File: src/rtl/stream_emitter.sv
// Avalon-ST playback engine: on go, reads one window of samples from the output
// buffer and presents each frame to the codec's left/right sinks, then pulses done.
module stream_emitter #(
  parameter int DATA_W  = 16,
  parameter int WIN_LEN = 512,
  parameter int NUM_WIN = 4,
  parameter int STEREO  = 0,
  parameter int WIN_W   = (NUM_WIN > 1) ? $clog2(NUM_WIN) : 1,
  parameter int AW      = (NUM_WIN * WIN_LEN > 1) ? $clog2(NUM_WIN * WIN_LEN) : 1
) (
  input  logic              clk,
  input  logic              reset_n,
  input  logic [WIN_W-1:0]  window_start,
  input  logic              go_in,
  output logic              go_out,
  output logic              done,
  output logic              win_err,
  output logic [AW-1:0]     buf_addr,
  output logic              buf_rden,
  input  logic [2*DATA_W-1:0] buf_rdata,
  output logic [DATA_W-1:0] left_out_data,
  output logic              left_out_valid,
  input  logic              left_out_ready,
  output logic [DATA_W-1:0] right_out_data,
  output logic              right_out_valid,
  input  logic              right_out_ready,
  output logic [2:0]        dbg_state
);

  localparam int CW = (WIN_LEN > 1) ? $clog2(WIN_LEN) : 1;

  typedef enum logic [2:0] {
    S_IDLE    = 3'd0,
    S_READ    = 3'd1,
    S_LATCH   = 3'd2,
    S_PRESENT = 3'd3,
    S_FIN     = 3'd4
  } state_t;

  state_t              state_q, state_d;
  logic [AW-1:0]       base_q, base_d;
  logic [CW-1:0]       cnt_q, cnt_d;
  logic [AW-1:0]       addr_q, addr_d;
  logic                rden_q, rden_d;
  logic [DATA_W-1:0]   ldata_q, ldata_d;
  logic [DATA_W-1:0]   rdata_q, rdata_d;
  logic                lvalid_q, lvalid_d;
  logic                rvalid_q, rvalid_d;
  logic                done_q, done_d;
  logic                win_err_q, win_err_d;
  logic                go_out_q, go_out_d;
  logic [AW-1:0]       start_base;
  logic [CW-1:0]       cnt_inc;
  logic                win_ok;

  always_ff @(posedge clk or negedge reset_n) begin
    if (!reset_n) begin
      state_q   <= S_IDLE;
      base_q    <= '0;
      cnt_q     <= '0;
      addr_q    <= '0;
      rden_q    <= 1'b0;
      ldata_q   <= '0;
      rdata_q   <= '0;
      lvalid_q  <= 1'b0;
      rvalid_q  <= 1'b0;
      done_q    <= 1'b0;
      win_err_q <= 1'b0;
      go_out_q  <= 1'b1;
    end else begin
      state_q   <= state_d;
      base_q    <= base_d;
      cnt_q     <= cnt_d;
      addr_q    <= addr_d;
      rden_q    <= rden_d;
      ldata_q   <= ldata_d;
      rdata_q   <= rdata_d;
      lvalid_q  <= lvalid_d;
      rvalid_q  <= rvalid_d;
      done_q    <= done_d;
      win_err_q <= win_err_d;
      go_out_q  <= go_out_d;
    end
  end

  // Valid/ready: a channel transfers on a rising edge where its valid and ready
  // are both 1; valid then drops and data is frozen while valid stays high.
  always_comb begin
    state_d    = state_q;
    base_d     = base_q;
    cnt_d      = cnt_q;
    addr_d     = addr_q;
    rden_d     = 1'b0;
    ldata_d    = ldata_q;
    rdata_d    = rdata_q;
    lvalid_d   = lvalid_q;
    rvalid_d   = rvalid_q;
    done_d     = 1'b0;
    win_err_d  = 1'b0;
    go_out_d   = go_out_q;
    start_base = AW'(window_start) * AW'(WIN_LEN);
    cnt_inc    = cnt_q + CW'(1);
    win_ok     = 32'(window_start) < 32'(NUM_WIN);

    case (state_q)
      S_IDLE: begin
        if (go_in) begin
          if (win_ok) begin
            base_d   = start_base;
            cnt_d    = '0;
            addr_d   = start_base;
            rden_d   = 1'b1;
            go_out_d = 1'b0;
            state_d  = S_READ;
          end else begin
            win_err_d = 1'b1;
          end
        end
      end
      S_READ: begin
        state_d = S_LATCH;
      end
      S_LATCH: begin
        ldata_d  = buf_rdata[DATA_W-1:0];
        if (STEREO != 0) rdata_d = buf_rdata[2*DATA_W-1:DATA_W];
        else             rdata_d = buf_rdata[DATA_W-1:0];
        lvalid_d = 1'b1;
        rvalid_d = 1'b1;
        state_d  = S_PRESENT;
      end
      S_PRESENT: begin
        lvalid_d = lvalid_q & ~left_out_ready;
        rvalid_d = rvalid_q & ~right_out_ready;
        // Advance only once both channels have taken the frame.
        if (!lvalid_d && !rvalid_d) begin
          if (cnt_q == CW'(WIN_LEN - 1)) begin
            done_d  = 1'b1;
            state_d = S_FIN;
          end else begin
            cnt_d   = cnt_inc;
            addr_d  = base_q + AW'(cnt_inc);
            rden_d  = 1'b1;
            state_d = S_READ;
          end
        end
      end
      S_FIN: begin
        go_out_d = 1'b1;
        state_d  = S_IDLE;
      end
      default: begin
        state_d = S_IDLE;
      end
    endcase
  end

  assign go_out          = go_out_q;
  assign done            = done_q;
  assign win_err         = win_err_q;
  assign buf_addr        = addr_q;
  assign buf_rden        = rden_q;
  assign left_out_data   = ldata_q;
  assign left_out_valid  = lvalid_q;
  assign right_out_data  = rdata_q;
  assign right_out_valid = rvalid_q;
  assign dbg_state       = state_q;

endmodule

File: config.mk
export PLATFORM = sky130hd
export DESIGN_NAME = stream_emitter
export DESIGN_NICKNAME = d
export VERILOG_FILES = /design/src/rtl/stream_emitter.sv
export SDC_FILE = /design/constraint.sdc
export NUM_CORES = 1
export LEC_CHECK = 0
export ABC_AREA = 1
export CORE_ASPECT_RATIO = 1.5
export CORE_MARGIN = 2
export CORE_UTILIZATION = 41
export CTS_CLUSTER_DIAMETER = 50
export DETAILED_ROUTE_END_ITERATION = 8
export PLACE_DENSITY = 0.81
export SLEW_MARGIN = 0
export SYNTH_ARGS = -nofsm -noshare
export SYNTH_HDL_FRONTEND = slang
export SYNTH_SLANG_ARGS = --single-unit
File: constraint.sdc
create_clock -name clk -period 2.25 [get_ports clk]
set_input_delay 0.225 -clock clk [delete_from_list [all_inputs] [get_ports clk]]
set_output_delay 0.225 -clock clk [all_outputs]
set_load 0.01 [all_outputs]
== Yosys cells after proc, flatten, opt, wreduce, memory -nomap -nowiden ==
Index checks and enable logic that the tools add are counted.

* $add $sub $neg: 2
* Eq/ne operators: 8
* Multiplexer cells: 23
* Bitwise logic cells: 4
* Reduce and logical (&&, ||, !) cells: 11

{| class="wikitable"
|+ Operators by type and width
! kind !! count
|-
| $mux 11 || 3
|-
| $mux 9 || 3
|-
| $pmux 11 s2 || 1
|-
| $pmux 9 s2 || 1
|-
| $pmux 3 s4 || 1
|-
| $add 11x9->11 || 1
|-
| $add 9x1->9 const B || 1
|-
| $eq 9x9->1 const B || 1
|-
| $mux 3 || 3
|-
| $pmux 1 s2 || 4
|-
| $mux 1 || 7
|-
| $eq 3x2->1 const B || 2
|-
| $ne 2x2->1 const B || 3
|-
| $reduce_and 2->1 || 3
|-
| $reduce_bool 2->1 || 3
|-
| $reduce_and 4->1 || 1
|-
| $eq 3x1->1 const B || 1
|-
| $eq 3x3->1 const B || 1
|-
| $logic_not 3->1 || 1
|-
| $and 1x1->1 || 2
|-
| $logic_not 1->1 || 2
|-
| $not 1->1 || 2
|-
| $logic_and 1x1->1 || 1
|}

* Bits in registers: 46
* Output and inout bits: 52
* Logic and storage cells: 58

== Depth between registers and ports, before layout ==
* Depth after elaboration: 6
* Gate-level depth with buffers: 13

== Worst setup path after synthesis ==
No wires, ideal clock.

* Path type: register -> register
* From: register cnt_q[0]
* To: register cnt_q[2]
* Setup time: 118 ps
* Arrival: 1670 ps
* Data required time: 2132 ps
* Setup slack: 463 ps
* Stages on the path, launching flop included: 14
* Path buffers: 1
* Period minus slack after synthesis: 1787 ps
* Cell sequence: dfrtp_1 > ha_1 > nand2_1 > nor2_1 > nand2_1 > nor2_1 > ha_1 > inv_1 > nand2_4 > nor2_8 > nor2_4 > buf_6 > nand2_1 > o21ai_2

* Cells in the longest elaborated chain, start to end: 4
* Elaborated cells on any way between the ends: 7

{| class="wikitable"
|+ Ends and longest elaborated chain
! item !! line !! RTL
|-
| start, declared || 42 || <nowiki>logic [CW-1:0] cnt_q, cnt_d;</nowiki>
|-
| start signal, assigned || 73 || <nowiki>cnt_q <= cnt_d;</nowiki>
|-
| $add 9x1->9 || 102 || <nowiki>cnt_inc = cnt_q + CW'(1);</nowiki>
|-
| $mux 9 || 136 || <nowiki>if (cnt_q == CW'(WIN_LEN - 1)) begin</nowiki>
|-
| $mux 9 || 135 || <nowiki>if (!lvalid_d && !rvalid_d) begin</nowiki>
|-
| $pmux 9 s2 || 105 || <nowiki>case (state_q)</nowiki>
|}

Several ways; a longest one is shown, not always the timed one. The select of a mux whose other input is x is not followed.
A chain may end at the register's enable or synchronous reset.

== Worst setup path in the final report ==
* From: register cnt_q[0]
* To: register cnt_q[7]

Same word-level chain as after synthesis.

==> results.sh <==
export IMPL_register_area_um2=927
export IMPL_dp_cells=307
export IMPL_grt_total_usage=0.159
export IMPL_r2r_start="cnt_q[0]$_DFFE_PN0P_"
export IMPL_synth_compound_area_frac=0.121
export IMPL_r2r_slack_ns=0.25
export IMPL_period_needed_ns=2.00
export IMPL_antenna_cells=0
export IMPL_place_area_mm2=0.00249
export IMPL_endpoint_kind="flop"
export IMPL_synth_top_area_frac=0.478
export IMPL_crit_path_frequent_cell="nand2_1"
export IMPL_synthCells=207
export IMPL_power_mw=3.37
export IMPL_grt_pass1_vias=1469
export IMPL_synth_top_family_by_area="simple AND/OR/NAND/NOR gates"
export IMPL_hold_violations=0
export IMPL_path_cells="ha_1, nand2_1, nor2_1, nand2_1, nor2_1, ha_1, inv_1, nand4_1, nand2_1, o21ai_0"
export IMPL_multiInputGateArea_um2=669
export IMPL_power_per_cell_area_mw_per_mm2=1300
export IMPL_yosys_register_bits=37
export IMPL_cts_buffers=5
export IMPL_ir_drop_mv=0.668
export IMPL_clk_latency_ns=0.28
export IMPL_synth_yosys_warnings=0
export IMPL_core_mm2=0.00447
export IMPL_drc=0
export IMPL_clock_sinks=37
export IMPL_tritoncts="done"
export IMPL_slew_violations=0
export IMPL_floorplan_initialDensity=0.422
export IMPL_dr_first_iter_drc_count=66
export IMPL_yosysTopAreaCell="dfrtp_1"
export IMPL_cts_htree_levels=2
export IMPL_reg2reg_depth=10
export IMPL_final_cells=316
export IMPL_cpPeakStageDelay_ns=0.43
export IMPL_post_synth_and_or_nand_nor_area_fraction=0.203
export IMPL_clock_fmax_mhz=501
export IMPL_startpoint="cnt_q[0]$_DFFE_PN0P_"
export IMPL_syn_num_nets=248
export IMPL_place_gp_congestion=0.755
export IMPL_fill_cells=412
export IMPL_syn_area_mm2=0.00189
export IMPL_hp_class="in -> async"
export IMPL_vias=1508
export IMPL_pre_cts_slack_ns=0.243
export IMPL_port_buffers=73
export IMPL_finClkSkew_ns=0.00525
export IMPL_critPathKind="reg -> reg"
export IMPL_r2r_end="cnt_q[7]$_DFFE_PN0P_"
export IMPL_cp_max_fo=5
export IMPL_ios=91
export IMPL_die_h_um=87.1
export IMPL_whs_ns=0.0442
export IMPL_p_leak_nw=1.23
export IMPL_num_rows=30
export IMPL_max_slew_worst_pin_slew_ns=0.842
export IMPL_fin_tns_setup_ns=0
export IMPL_firstDrtPassIters=4
export IMPL_drt_wl_total_um=3720
export IMPL_cts_buffer_depth=2
export IMPL_drive_above_1_share=0.134
export IMPL_syn_avg_cell_area_um2=9.11
export IMPL_slowest_stage="dfrtp_1"
export IMPL_setup_violations=0
export IMPL_grt_antenna_before_repair=0
export IMPL_die_w_um=59.4
export IMPL_yosys_top_cells_area="dfrtp_1 48%, nand2_1 11%, o21ai_2 8.4%"
export IMPL_rsz0062_at_grt="no"
export IMPL_dp_hpwl_um=2730
export IMPL_fin_util=0.581
export IMPL_synthXorXnorAreaFrac=0.00929
export IMPL_synth_top_cells_by_count="54 x nand2_1, 36 x dfrtp_1, 31 x inv_1"
export IMPL_cts_hold_buf=0
export IMPL_yosysSeqAreaShare=0.492
export IMPL_critical_path_buf_inv_count=1
export IMPL_clock_root_buffer="clkbuf_8"
export IMPL_timing_slew_headroom=0.439
export IMPL_synth_adder_area_share=0.0133
export IMPL_ant_nets=0
export IMPL_synth_ff_type="dfrtp_1"
export IMPL_area_growth_pct=37.7
export IMPL_wl_per_cell_um=11.8
export IMPL_design_area_mm2=0.00260
export IMPL_grt_overflow=0
export IMPL_grt_max_degree=38
export IMPL_nNetsFinal=308
export IMPL_critPathTopFamily="simple AND/OR/NAND/NOR gates"
export IMPL_yosysUniqueCellTypes=26
export IMPL_cp_data_required_time_ns=2.45
export IMPL_synthArstFlopShare=1.00
export IMPL_period_share=0.887
export IMPL_muxShareOfSynthArea=0
export IMPL_yosysMostFrequentCell="nand2_1"
export IMPL_outcome="completed"
export IMPL_start_kind="flop"
export IMPL_synth_edf_count=0
export IMPL_worst_ep_arrival_time_ns=2.19
export IMPL_viasPerCell=4.77
export IMPL_cts_clk_slew_worst_paths_ns=0.07
export IMPL_grt_pass1_wl_um=6290
export IMPL_fin_ws_ns=0.254
export IMPL_maxCapViolations=0
export IMPL_die_area_mm2=0.00517
==> power breakdown <==
part	switching [mW]	internal, mW	total [mW]
combinational	0.871	0.923	1.79
sequential	0.193	0.925	1.12
clock	0.214	0.250	0.464
==> cell usage in the layout (no fill, tap or decap), types with 2 or more instances in the layout <==
cell,Yosys,layout
nand2_2,2,2
nor2_4,2,3
nand3_1,7,7
nor3_1,2,2
nand2_1,54,54
o21ai_2,18,18
nand4_1,2,2
o21ai_0,9,9
clkdlybuf4s50_1,0,72
nand3b_1,2,2
nor2_1,5,5
inv_1,31,31
xor2_1,2,2
clkbuf_8,0,6
dfrtp_1,36,36
o21ai_1,2,2
ha_1,2,2
clkbuf_1,0,2
==> kinds of logic (layout without fill, tap and decap cells) <==
kind of cell             Yosys count  in the layout
AO/OA/AOI/OAI                     31             31
XOR/XNOR                           2              2
adder cells (fa/ha/maj)            2              2
buffers and inverters             53            113
flip-flops                        37             37
other                              1              1
AND/OR/NAND/NOR                   81             82
==> layer usage <==
layer  track usage  part of all wire  vias to the layer above
met2         0.296              0.55                       53
met3        0.0416             0.054                        2
met4        0.0558            0.0056                        0
met5             0                 0                        -
met1         0.165              0.39                      711
li1              -                 -                      742
==> flip-flops by register name, indices dropped and copies added, names as in the netlist <==
register and flops:
done 1, left_out_valid 1, buf_rden 1, dbg_state 3, right_out_data 16, right_out_valid 1
go_out 1, cnt_q 8, buf_addr 3, base_q 2
==> how the worst max path moves through the flow <==
| stage | to | slack, ns | cells after the start |
|---|---|---|---|
| 2_1_floorplan | cnt_q[2]$_DFFE_PN0P_ | 0.46 | 13 |
| 6_report | cnt_q[7]$_DFFE_PN0P_ | 0.25 | 10 |
| 3_5_place_dp | cnt_q[5]$_DFFE_PN0P_ | 0.24 | 12 |
| 4_1_cts | cnt_q[5]$_DFFE_PN0P_ | 0.18 | 12 |
| 5_1_grt | cnt_q[7]$_DFFE_PN0P_ | 0.03 | 10 |
| 3_3_place_gp | cnt_q[6]$_DFFE_PN0P_ | 0.28 | 11 |
==> final cells by class <==
cell class,count,share of cell area
Clock buffer,8,0.0347
Multi-Input combinational cell,118,0.258
Tap cell,48,0.0231
Sequential cell,37,0.357
Inverter,31,0.0448
Timing Repair Buffer,74,0.282
==> repair_timing <==
item                                    4_1_cts  5_1_grt
gates resized for setup                       0        1
endpoints found under the setup margin        0        4
setup buffers                                 0        0
Power figures use the tool's default switching activity.
